[src/rtl/reliable_pkg.sv]
// Shared types and sizing helpers for the bundle decoder.
package reliable_pkg;

  // Decoder control states.
  typedef enum logic [1:0] {
    IDLE  = 2'd0,
    COUNT = 2'd1,
    DONE  = 2'd2
  } decoder_state_t;

  // Width of the saturating ambiguous-decode counter.
  localparam int AMBIG_CNT_W = 16;

  // Bits needed to hold a count from 0 to n inclusive.
  function automatic int count_width(input int n);
    return (n < 1) ? 1 : $clog2(n + 1);
  endfunction

  // Number of CHUNK-wide slices needed to cover n bits.
  function automatic int chunk_count(input int n, input int chunk);
    return (n + chunk - 1) / chunk;
  endfunction

endpackage

[src/rtl/popcount_chunk.sv]
// Combinational popcount of one CHUNK-bit slice.
module popcount_chunk
  import reliable_pkg::*;
#(
  parameter int CHUNK = 4,
  localparam int CW = count_width(CHUNK)
) (
  input  logic [CHUNK-1:0] slice_i,
  output logic [CW-1:0]    count_o
);

  // Sum the individual bits of the slice.
  always_comb begin
    count_o = '0;
    for (int i = 0; i < CHUNK; i++) begin
      count_o = count_o + CW'(slice_i[i]);
    end
  end

endmodule

[src/rtl/bundle_decoder.sv]
// Threshold decoder for a multiplexed NAND-chain excitation bundle.
// The captured bundle is popcounted one CHUNK-wide slice per clock and the
// final count is mapped to a logic value, with an ambiguity flag for counts
// that fall strictly between the two thresholds.
//
// Handshakes: a transfer happens on a rising edge where valid and ready are
// both 1; in_ready_o is high only in IDLE, out_valid_o only in DONE, and the
// result outputs are frozen while out_valid_o waits for out_ready_i.
module bundle_decoder
  import reliable_pkg::*;
#(
  parameter int N         = 10,
  parameter int CHUNK     = 4,
  parameter int HI_THRESH = 7,
  parameter int LO_THRESH = 3
) (
  input  logic                     clk,
  input  logic                     reset,
  input  logic [N-1:0]             bundle_i,
  input  logic                     in_valid_i,
  output logic                     in_ready_o,
  output logic                     bit_o,
  output logic                     ambig_o,
  output logic [$clog2(N+1)-1:0]   ones_o,
  output logic                     out_valid_o,
  input  logic                     out_ready_i,
  output logic [AMBIG_CNT_W-1:0]   ambig_cnt_o
);

  localparam int ACC_W = count_width(N);
  localparam int PC_W  = count_width(CHUNK);
  localparam int C     = chunk_count(N, CHUNK);
  localparam int IW    = (C > 1) ? $clog2(C) : 1;
  localparam int PAD_W = C * CHUNK;

  // Elaboration-time parameter legality.
  if (CHUNK < 1 || CHUNK > N) begin : g_bad_chunk
    $error("bundle_decoder: CHUNK must lie in 1..N");
  end
  if (!(LO_THRESH < HI_THRESH) || HI_THRESH > N) begin : g_bad_thresh
    $error("bundle_decoder: need LO_THRESH < HI_THRESH <= N");
  end

  decoder_state_t          state_q, state_d;
  logic [N-1:0]            bundle_q, bundle_d;
  logic [ACC_W-1:0]        acc_q, acc_d;
  logic [IW-1:0]           idx_q, idx_d;
  logic                    bit_q, bit_d;
  logic                    ambig_q, ambig_d;
  logic [ACC_W-1:0]        ones_q, ones_d;
  logic [AMBIG_CNT_W-1:0]  ambig_cnt_q, ambig_cnt_d;

  // Bundle zero-extended to a whole number of slices so the top slice pads with 0.
  logic [PAD_W-1:0]        padded;
  logic [CHUNK-1:0]        slices [C];
  logic [CHUNK-1:0]        slice_cur;
  logic [PC_W-1:0]         pc_count;
  logic [ACC_W-1:0]        count_sum;

  assign padded = PAD_W'(bundle_q);

  for (genvar g = 0; g < C; g++) begin : g_slice
    assign slices[g] = padded[g*CHUNK +: CHUNK];
  end

  // Select the slice addressed by the chunk index.
  always_comb begin
    slice_cur = '0;
    for (int g = 0; g < C; g++) begin
      if (idx_q == IW'(g)) slice_cur = slices[g];
    end
  end

  popcount_chunk #(.CHUNK(CHUNK)) u_popcount (
    .slice_i (slice_cur),
    .count_o (pc_count)
  );

  assign count_sum = acc_q + ACC_W'(pc_count);

  // Next-state, accumulation and decision logic.
  always_comb begin
    state_d     = state_q;
    bundle_d    = bundle_q;
    acc_d       = acc_q;
    idx_d       = idx_q;
    bit_d       = bit_q;
    ambig_d     = ambig_q;
    ones_d      = ones_q;
    ambig_cnt_d = ambig_cnt_q;
    case (state_q)
      IDLE: begin
        if (in_valid_i) begin
          bundle_d = bundle_i;
          acc_d    = '0;
          idx_d    = '0;
          state_d  = COUNT;
        end
      end
      COUNT: begin
        acc_d = count_sum;
        idx_d = idx_q + IW'(1);
        if (idx_q == IW'(C - 1)) begin
          state_d = DONE;
          ones_d  = count_sum;
          if (count_sum >= ACC_W'(HI_THRESH)) begin
            bit_d   = 1'b1;
            ambig_d = 1'b0;
          end else if (count_sum <= ACC_W'(LO_THRESH)) begin
            bit_d   = 1'b0;
            ambig_d = 1'b0;
          end else begin
            // Ambiguous: keep the last decided value and log the event.
            ambig_d = 1'b1;
            if (ambig_cnt_q != {AMBIG_CNT_W{1'b1}}) begin
              ambig_cnt_d = ambig_cnt_q + AMBIG_CNT_W'(1);
            end
          end
        end
      end
      DONE: begin
        if (out_ready_i) state_d = IDLE;
      end
      default: state_d = IDLE;
    endcase
  end

  // State and datapath registers with synchronous reset.
  always_ff @(posedge clk) begin
    if (reset) begin
      state_q     <= IDLE;
      bundle_q    <= '0;
      acc_q       <= '0;
      idx_q       <= '0;
      bit_q       <= 1'b0;
      ambig_q     <= 1'b0;
      ones_q      <= '0;
      ambig_cnt_q <= '0;
    end else begin
      state_q     <= state_d;
      bundle_q    <= bundle_d;
      acc_q       <= acc_d;
      idx_q       <= idx_d;
      bit_q       <= bit_d;
      ambig_q     <= ambig_d;
      ones_q      <= ones_d;
      ambig_cnt_q <= ambig_cnt_d;
    end
  end

  assign in_ready_o  = (state_q == IDLE);
  assign out_valid_o = (state_q == DONE);
  assign bit_o       = bit_q;
  assign ambig_o     = ambig_q;
  assign ones_o      = ones_q;
  assign ambig_cnt_o = ambig_cnt_q;

endmodule

[config.mk]
export PLATFORM = sky130hd
export DESIGN_NAME = bundle_decoder
export DESIGN_NICKNAME = d
export VERILOG_FILES = /design/src/rtl/reliable_pkg.sv /design/src/rtl/popcount_chunk.sv /design/src/rtl/bundle_decoder.sv
export SDC_FILE = /design/constraint.sdc
export NUM_CORES = 1
export LEC_CHECK = 0
export CORE_MARGIN = 3
export CORE_UTILIZATION = 48
export CTS_BUF_LIST = sky130_fd_sc_hd__clkbuf_8
export DETAILED_ROUTE_END_ITERATION = 10
export PLACE_DENSITY_LB_ADDON = 0.05
export REMOVE_ABC_BUFFERS = 1
export SYNTH_ARGS = -nofsm -noshare
export SYNTH_HDL_FRONTEND = slang
export SYNTH_SLANG_ARGS = --single-unit
[constraint.sdc]
create_clock -name clk -period 3.52 [get_ports clk]
set_input_delay 0.704 -clock clk [delete_from_list [all_inputs] [get_ports clk]]
set_output_delay 0.704 -clock clk [all_outputs]
set_load 0.01 [all_outputs]
# After elaboration in Yosys (flattened, before gate mapping)
# Cells that the tools add are included.
# word_totals
ff_bits	40
inputBits	14
output_inout_bits	24
wordCells	51
# op_classes
add_sub_neg	6
n_lt_le_gt_ge	2
eq_ne	8
mux	15
bitwise	2
n_reduce_logical	10
# ops
operator	count
$add A16 B1 Y16 const B	1
$mux W4	4
$ne A16 B16 Y1 const B	1
$mux W2	4
$pmux W4 S2	1
$add A3 B1 Y3	2
$pmux W2 S3	1
$reduce_and A2 Y1	3
$reduce_and A3 Y1	2
$reduce_and A5 Y1	1
$add A4 B3 Y4	1
$eq A2 B1 Y1 const B	2
$eq A2 B2 Y1 const B	2
$ge A4 B3 Y1 const B	1
$le A4 B2 Y1 const B	1
$logic_not A2 Y1	2
$mux W1	4
$ne A2 B2 Y1 const B	2
$pmux W2 S2	1
$reduce_bool A2 Y1	2
$add A1 B1 Y2	1
$add A2 B1 Y2 const B	1
$ne A2 B1 Y1 const B	1
$not A1 Y1	2

# Depth between registers and ports, before layout
# Gate-level depths: netlist (run 1).
# depth
ltp_word	11
depth_mapped	19
depth_no_buf	17

# By module
# A second synthesis (run 1) with hierarchy kept.
# unflattened
hier_cells	250
hier_area_um2	2040.7
# by_module_without_submodules
module	instances	cells_per_inst	area_per_inst_um2
bundle_decoder	1	247	1995.7
popcount_chunk	1	3	45.0

# Least setup slack after synthesis (run 1)
# No wires, ideal clock.
# synth_timing
path_kind	register to register
start	reg idx_q[1]
end	reg ambig_cnt_q[15] (netlist: ambig_cnt_o[15])
arrival_ns	3.494
required_ns	3.450
setup_slack_ns	-0.045
stages_incl_launch_ff	19
path_buffers	2
period_less_slack_ns	3.565
cell_sequence	dfxtp_1 -> inv_1 -> ha_1 -> clkbuf_1 -> nor2_1 -> a21oi_1 -> o21ai_0 -> ha_1 -> inv_1 -> fa_1 -> inv_1 -> ha_1 -> fa_1 -> xor2_1 -> and3_1 -> o21ai_2 -> buf_6 -> or4_1 -> a21oi_1
# synth_via
elab_chain_cells	11
elab_cells_between_ends	15
classes_between	4 x add/sub; 2 x order compare; 2 x eq/ne; 3 x mux; 2 x bitwise; 2 x reduce/logical
# synth_lines
item	line	source
from (decl)	bundle_decoder.sv:47	logic [IW-1:0] idx_q, idx_d;
from (signal assigned)	bundle_decoder.sv:143	idx_q <= idx_d;
$logic_not A2 Y1	bundle_decoder.sv:70	if (idx_q == IW'(g)) slice_cur = slices[g];
$mux W4 (3 in series)	bundle_decoder.sv:70	
$add A1 B1 Y2	popcount_chunk.sv:16	count_o = count_o + CW'(slice_i[i]);
$add A3 B1 Y3 (2 in series)	popcount_chunk.sv:16	
$add A4 B3 Y4	bundle_decoder.sv:79	assign count_sum = acc_q + ACC_W'(pc_count);
$le A4 B2 Y1 or $ge A4 B3 Y1 (tied branches)	bundle_decoder.sv:109, bundle_decoder.sv:106	
$not A1 Y1 (no line)	-	
$reduce_and A5 Y1 (no line) *	-	
to (signal assigned)	bundle_decoder.sv:147	ambig_cnt_q <= ambig_cnt_d;
to (decl)	bundle_decoder.sv:51	logic [AMBIG_CNT_W-1:0] ambig_cnt_q, ambig_cnt_d;
# Mark *: on every way between the ends. The rest lies on a longest branch, timed or not.
# A chain may end at the register's enable or synchronous reset.

# Worst setup path in the final report (run 1)
# layout_timing
start	reg idx_q[0]
end	reg ambig_cnt_q[0] (netlist: ambig_cnt_o[0])
# Same word-level chain as after synthesis.

==> results.cfg, run 1 <==
[outcome]
status = complete, no violations

[setup_path]
cp.required_ns = 3.75
worst-path-buf-inv = 4
path_max_fanout = 6
crit_family = adder cells
r2r_end = ambig_cnt_o[0]$_SDFFE_PP0P_
rr_startpoint = idx_q[0]$_SDFFE_PP0P_
cp_data_arrival_time_ns = 3.72
critPathKind = flop to flop
end_kind = flop
r2r.worst_path.cells = 18
r2r_slack_ns = 0.02
slowest_delay_ns = 0.52
cpMaxStageDelayCell = fa_1
startpoint_type = flop
crit_chain = inv_4 -> ha_4 -> nand2_2 -> nor2_1 -> a21oi_1 -> o21ai_1 -> ha_1 -> inv_2 -> fa_1 -> inv_2 -> ha_4 -> fa_2 -> xor2_2 -> and3_4 -> o21ai_4 -> buf_6 -> or3_1 -> a21oi_2

[placed_design]
io_buffers = 37
post-place-ws_ns = -0.262
dp.cells = 342
placed_area_mm2 = 0.00253
gp_congestion = 0.809
dp_hpwl_um = 3080

[layout]
final_cells = 356
layout-drive-gt1-share_pct = 24.5
regArea_um2 = 806
antenna_cells = 0
final_core_util_pct = 72.3
stdcell_area_mm2 = 0.00294
syn_to_final_growth_pct = 44.3
multiInputGateArea_mm2 = 0.00137
nets = 330
fillCellCount = 311

[yosys]
synth_flop_cell = dfxtp_1
ys_seq_area_share_pct = 39.4
async_reset_ff_share_pct = 0
yosys_register_bits = 40
synth-warning-count = 0
avgSynthCellArea_um2 = 8.14
synth.distinct_cells = 37
synth_edf_count = 0
synth_area_mm2 = 0.00203
synth_cells = 250

[sta]
tightest_slew_ns = 0.705
fmax_ghz = 0.286
hold_viol = 0
setup_viol = 0
skew_ns = 0.00925
rsz0062_at_grt = yes
post-route-period-util_pct = 99.3
slew_violations = 0
holdWs_ns = 0.457
fin_ws_ns = 0.0238
min_period_ns = 3.50
tns_ns = 0
slew_headroom_pct = 52.8

[clocking]
clk_pin_slew_ns = 0.08
cts_tree = built
clock_latency_ns = 0.30
numCtsBuffers = 5
clock_sinks = 40
root_buffer = clkbuf_8
cts_hold_buf = 0
htree_levels = 2
cts_buffer_depth = 2

[pwr]
p_clk_share_pct = 41.4
pwr-share-comb_pct = 11.0
pwr-share-seq_pct = 47.5
power_switching_uw = 224
intPower_uw = 770
power_density_mw_per_mm2 = 339
p_sw_share_pct = 22.6
ir_worst_vdd_mv = 0.197
power.leakage_nw = 1.04
power_uw = 994

[routing]
viasPerCell = 5.57
num_vias = 1983
routed_wl_um = 5050
detail_route.first_pass.iterations = 4
drc_errors = 0
drt_iter0_drc = 86
wl_per_cell_um = 14.2
antenna_left = 0

[die]
coreArea_mm2 = 0.00406
initial_core_util_pct = 50.1
die_area_mm2 = 0.00506
die_width_um = 71.1
fp-row-count = 23
num_io_pins = 38
fp.dieH_um = 71.1

[global_route]
grt_pass1_vias = 1786
grt-ovfl-total = 0
grt_usage_pct = 20.2
grt_pass1_wl_um = 8270
grt_start_max_net_pins = 26
antenna_found_initial = 0

[run]
cap_violations = 0

[min_path]
min_to = ones_o[0]$_SDFFE_PP0P_
holdCritStartpoint = ones_o[0]$_SDFFE_PP0P_
whs_path_depth = 2
hp-class = flop to flop
-- worst min-delay path, delay by kind of cell, from the launching register on --
kind,cells,cell delay (ns)
and+or+nand+nor,1,0.05
DFF,1,0.32
AOI/OAI and AO/OA,1,0.05
-- registers in the layout (all words and copies together) (netlist names) --
signal and count:
idx_q 2, bit_o 1, acc_q 4, state_q 2, ambig_o 1, ones_o 4
ambig_cnt_o 16, bundle_q 10
-- worst max-delay path by stage --
stage | from | endpoint | slack [ns] | depth (start not counted)
2_1_floorplan | idx_q[0]$_SDFFE_PP0P_ | ambig_cnt_o[15]$_SDFFE_PP0P_ | -0.08 | 17
3_3_place_gp | idx_q[0]$_SDFFE_PP0P_ | ambig_cnt_o[1]$_SDFFE_PP0P_ | -0.21 | 18
3_5_place_dp | idx_q[0]$_SDFFE_PP0P_ | ambig_cnt_o[1]$_SDFFE_PP0P_ | -0.26 | 18
4_1_cts | idx_q[0]$_SDFFE_PP0P_ | ambig_cnt_o[13]$_SDFFE_PP0P_ | 0.003 | 17
5_1_grt | idx_q[0]$_SDFFE_PP0P_ | ambig_cnt_o[4]$_SDFFE_PP0P_ | -0.16 | 17
6_report | idx_q[0]$_SDFFE_PP0P_ | ambig_cnt_o[0]$_SDFFE_PP0P_ | 0.02 | 18
-- placed cells by master, fill, tap and decap left out, drive strengths merged --
cell type	n
xor2	1
nand2	44
or4	9
and3	6
o31ai	9
buf	21
or3	2
ha	9
nor2b	4
inv	9
o21ba	2
fa	2
o21bai	1
a22oi	5
o31a	1
and2b	1
and2	5
nor3b	1
nand2b	1
o21ai	12
nand3	9
clkbuf	7
mux2	3
nand4	1
and4	2
nor4b	1
a21oi	32
o21a	3
bufinv	1
nor2	15
clkdlybuf4s50	37
dfxtp	40
mux2i	2
or2	1
nor3	6
and3b	1
-- metal layers --
metal | track usage, % | up-vias | routed length, µm
met4 | 6.26 | 0 | 67
li1 | - | 999 | -
met2 | 34.5 | 43 | 2630
met1 | 25.7 | 933 | 2150
met3 | 4.12 | 8 | 197
met5 | 0 | - | 0
-- area by class of cell --
type	count	area share (%)
clock buffers	7	3.28
clock inverters	1	1.02
inverters	9	1.24
multi-input cells	191	46.6
flip-flops and latches	40	27.5
well taps	50	2.13
repair buffers	58	18.2
-- timing repair --
| item | CTS | global route |
|---|---|---|
| buffers inserted | 1 | 3 |
| gates cloned | 2 | 0 |
| setup endpoints to repair | 17 | 17 |
| resized for setup | 25 | 29 |
| pin swaps | 20 | 18 |
-- cells in the mapped netlist (2+ instances only) --
| cell type | count | area share, % |
|---|---|---|
| and4_1 | 2 | 0.86 |
| o31ai_1 | 9 | 3.3 |
| nand3_1 | 9 | 2.2 |
| mux2_2 | 3 | 1.7 |
| o21ba_2 | 2 | 0.98 |
| nand2_1 | 44 | 8.1 |
| nor3_1 | 6 | 1.5 |
| inv_1 | 9 | 1.7 |
| nor2b_1 | 4 | 1.2 |
| nor2_1 | 15 | 2.8 |
| a21oi_1 | 32 | 7.9 |
| o21a_1 | 3 | 1.1 |
| ha_1 | 9 | 5.5 |
| o21ai_0 | 9 | 2.2 |
| a22oi_1 | 5 | 1.8 |
| mux2i_1 | 2 | 0.98 |
| or3_1 | 2 | 0.61 |
| buf_2 | 4 | 0.98 |
| fa_1 | 2 | 2.0 |
| and2_1 | 5 | 1.5 |
| or4_1 | 9 | 3.3 |
| clkbuf_1 | 6 | 1.1 |
| and3_1 | 6 | 1.8 |
| dfxtp_1 | 40 | 39 |
-- power groups by stage --
stage          sequential [mW]  combinational (mW)  clock [mW]
5_1_grt                  0.474               0.123       0.440
2_1_floorplan            0.479              0.0471           0
6_report                 0.472               0.110       0.412
3_3_place_gp             0.481              0.0913           0
3_5_place_dp             0.481              0.0919           0
4_1_cts                  0.472               0.103       0.419
-- cells by family (layout without fill, tap and decap cells) --
kind of cell | after synthesis | count (layout) | share of synthesized area, %
XOR/XNOR | 1 | 1 | 0.431
AND/OR/NAND/NOR | 109 | 109 | 26.8
multiplexers | 5 | 5 | 2.64
flip-flops | 40 | 40 | 39.4
adder cells (fa/ha/maj) | 11 | 11 | 7.50
buffers and inverters | 21 | 75 | 4.67
AO/OA/AOI/OAI | 63 | 65 | 18.6
No activity file was read; power rests on OpenSTA's default activity.
==> run 2: changes to the inputs <==
Settings changed: CAP_MARGIN set to 20, CORE_MARGIN 3 to unset.
==> run 2 against run 1 <==
Design area is 2.2% lower. Critical endpoint unchanged. Largest cell class unchanged. Clock-buffer cell count is 2 lower. Global-route usage is 1.7 points higher. Die area is 11% lower. Critical path type unchanged. Total power is 3.7% lower.
==> results.cfg, run 2 (same netlist as run 1, synthesis figures left out) <==
[routing]
viasPerCell = 5.57
drt_iter0_drc = 103
drc_errors = 0
routed_wl_um = 4850
antenna_left = 0
num_vias = 1995
detail_route.first_pass.iterations = 4
wl_per_cell_um = 13.5

[pwr]
pwr-share-comb_pct = 12.3
pwr-share-seq_pct = 49.3
power.leakage_nw = 1.03
ir_worst_vdd_mv = 0.238
power_switching_uw = 226
p_sw_share_pct = 23.6
p_clk_share_pct = 38.4
power_density_mw_per_mm2 = 333
intPower_uw = 732

[global_route]
grt_pass1_wl_um = 7480
grt-ovfl-total = 0
grt_usage_pct = 21.9
antenna_found_initial = 0
grt_pass1_vias = 1763
grt_start_max_net_pins = 36

[sta]
tightest_slew_ns = 0.637
tns_ns = 0
fin_ws_ns = 0.0880
min_period_ns = 3.43
hold_viol = 0
rsz0062_at_grt = yes
slew_headroom_pct = 57.4
post-route-period-util_pct = 97.5
skew_ns = 0.00636
fmax_ghz = 0.291
setup_viol = 0
slew_violations = 0

[setup_path]
startpoint_type = flop
cp.required_ns = 3.75
end_kind = flop
slowest_delay_ns = 0.48
crit_chain = inv_4 -> ha_4 -> nand2_2 -> nor2_2 -> a21oi_2 -> o21ai_1 -> ha_1 -> inv_2 -> fa_1 -> inv_2 -> ha_4 -> fa_2 -> xor2_2 -> and3_4 -> o21ai_4 -> buf_6 -> or3_4 -> a21oi_2
path_max_fanout = 6
r2r.worst_path.cells = 18
cpMaxStageDelayCell = fa_1
cp_data_arrival_time_ns = 3.66
critPathKind = flop to flop

[clocking]
htree_levels = 2
cts_tree = built
numCtsBuffers = 5
clock_sinks = 40
root_buffer = clkbuf_8
clock_latency_ns = 0.29
clk_pin_slew_ns = 0.08
cts_buffer_depth = 2

[die]
coreArea_mm2 = 0.00403
fp-row-count = 23
die_width_um = 67.1
initial_core_util_pct = 50.5
die_area_mm2 = 0.00450
fp.dieH_um = 67.1
num_io_pins = 38

[placed_design]
placed_area_mm2 = 0.00253
dp_hpwl_um = 3060
gp_congestion = 0.798
io_buffers = 37
post-place-ws_ns = -0.249

[outcome]
status = complete, no violations

[min_path]
whs_path_depth = 2
hp-class = flop to flop

[layout]
layout-drive-gt1-share_pct = 22.1
final_common_cell = nand2_1
stdcell_area_mm2 = 0.00287
syn_to_final_growth_pct = 41.1
mostFrequentLayoutCells = nand2_1 (42), dfxtp_1 (38), clkdlybuf4s50_1 (37)
largest_reg_flops = 16
nets = 332
antenna_cells = 0

[run]
cap_violations = 0
## run 2: cell count changes in the layout (fill, tap and decap cells not counted), moves of 2 or more
| cell | before | now |
|---|---|---|
| o31ai_2 | 4 | 0 |
| clkbuf_8 | 7 | 5 |
| a21oi_1 | 24 | 27 |
| o31ai_1 | 4 | 9 |
| a21oi_2 | 7 | 4 |
## run 2: worst paths after layout
check / slack, ns / from / endpoint
min: 0.46 / ones_o[1]$_SDFFE_PP0P_ / ones_o[1]$_SDFFE_PP0P_
max reg2reg: 0.09 / idx_q[0]$_SDFFE_PP0P_ / ambig_cnt_o[0]$_SDFFE_PP0P_
max: 0.09 / idx_q[0]$_SDFFE_PP0P_ / ambig_cnt_o[0]$_SDFFE_PP0P_
min reg2reg: 0.46 / ones_o[1]$_SDFFE_PP0P_ / ones_o[1]$_SDFFE_PP0P_
## run 2: layout make-up
class,count,area [µm²]
well taps,50,62.6
clock buffers,5,68.8
inverters,9,36.3
clock inverters,3,38.8
repair buffers,59,543
flip-flops and latches,40,806
fillers,322,1160
multi-input cells,192,1320
## run 2: what timing repair did
| action | 4_1_cts | 5_1_grt |
|---|---|---|
| hold endpoints to repair | 0 | 0 |
| setup endpoints to repair | 16 | 17 |
| hold buffers | 0 | 0 |
| gates resized for setup | 14 | 29 |
| pin swaps | 13 | 20 |
| cloned | 2 | 1 |
| setup buffers | 3 | 2 |
## run 2: per-stage QoR
step | cells | total power [mW] | utilization [%] | hold slack [ns]
global placement | 342 | 0.578 | 62.9 | 0.443
global route | 358 | 1.00 | 71.3 | 0.478
detailed placement | 342 | 0.580 | 62.9 | 0.450
floorplan | 238 | 0.526 | - | 0.431
finish | 358 | 0.957 | 71.3 | 0.457
CTS | 355 | 0.955 | 67.9 | 0.460
## run 2: power groups by stage
stage               registers [mW]  logic (mW)  clock network, mW
finish                       0.472       0.118              0.367
floorplan                    0.479      0.0471                  0
CTS                          0.471       0.106              0.378
detailed placement           0.481      0.0989                  0
global route                 0.474       0.131              0.396
global placement             0.481      0.0973                  0
## run 2: worst max-delay path: cells and delay by family, from the launching register on
| kind | cells | cell delay, ns |
|---|---|---|
| AO/OA/AOI/OAI | 4 | 0.41 |
| XOR/XNOR | 1 | 0.16 |
| adder cells (fa/ha/maj) | 5 | 1.44 |
| buffers and inverters | 4 | 0.26 |
| flip-flops | 1 | 0.38 |
| AND/OR/NAND/NOR | 4 | 0.70 |
## run 2: metal layers
| layer | GRT usage, % | vias up | part of all wire, % |
|---|---|---|---|
| li1 | - | 999 | - |
| met1 | 23.9 | 937 | 44 |
| met2 | 39.6 | 48 | 50 |
| met3 | 5.65 | 11 | 4.3 |
| met4 | 9.04 | 0 | 1.9 |
| met5 | 0 | - | 0 |
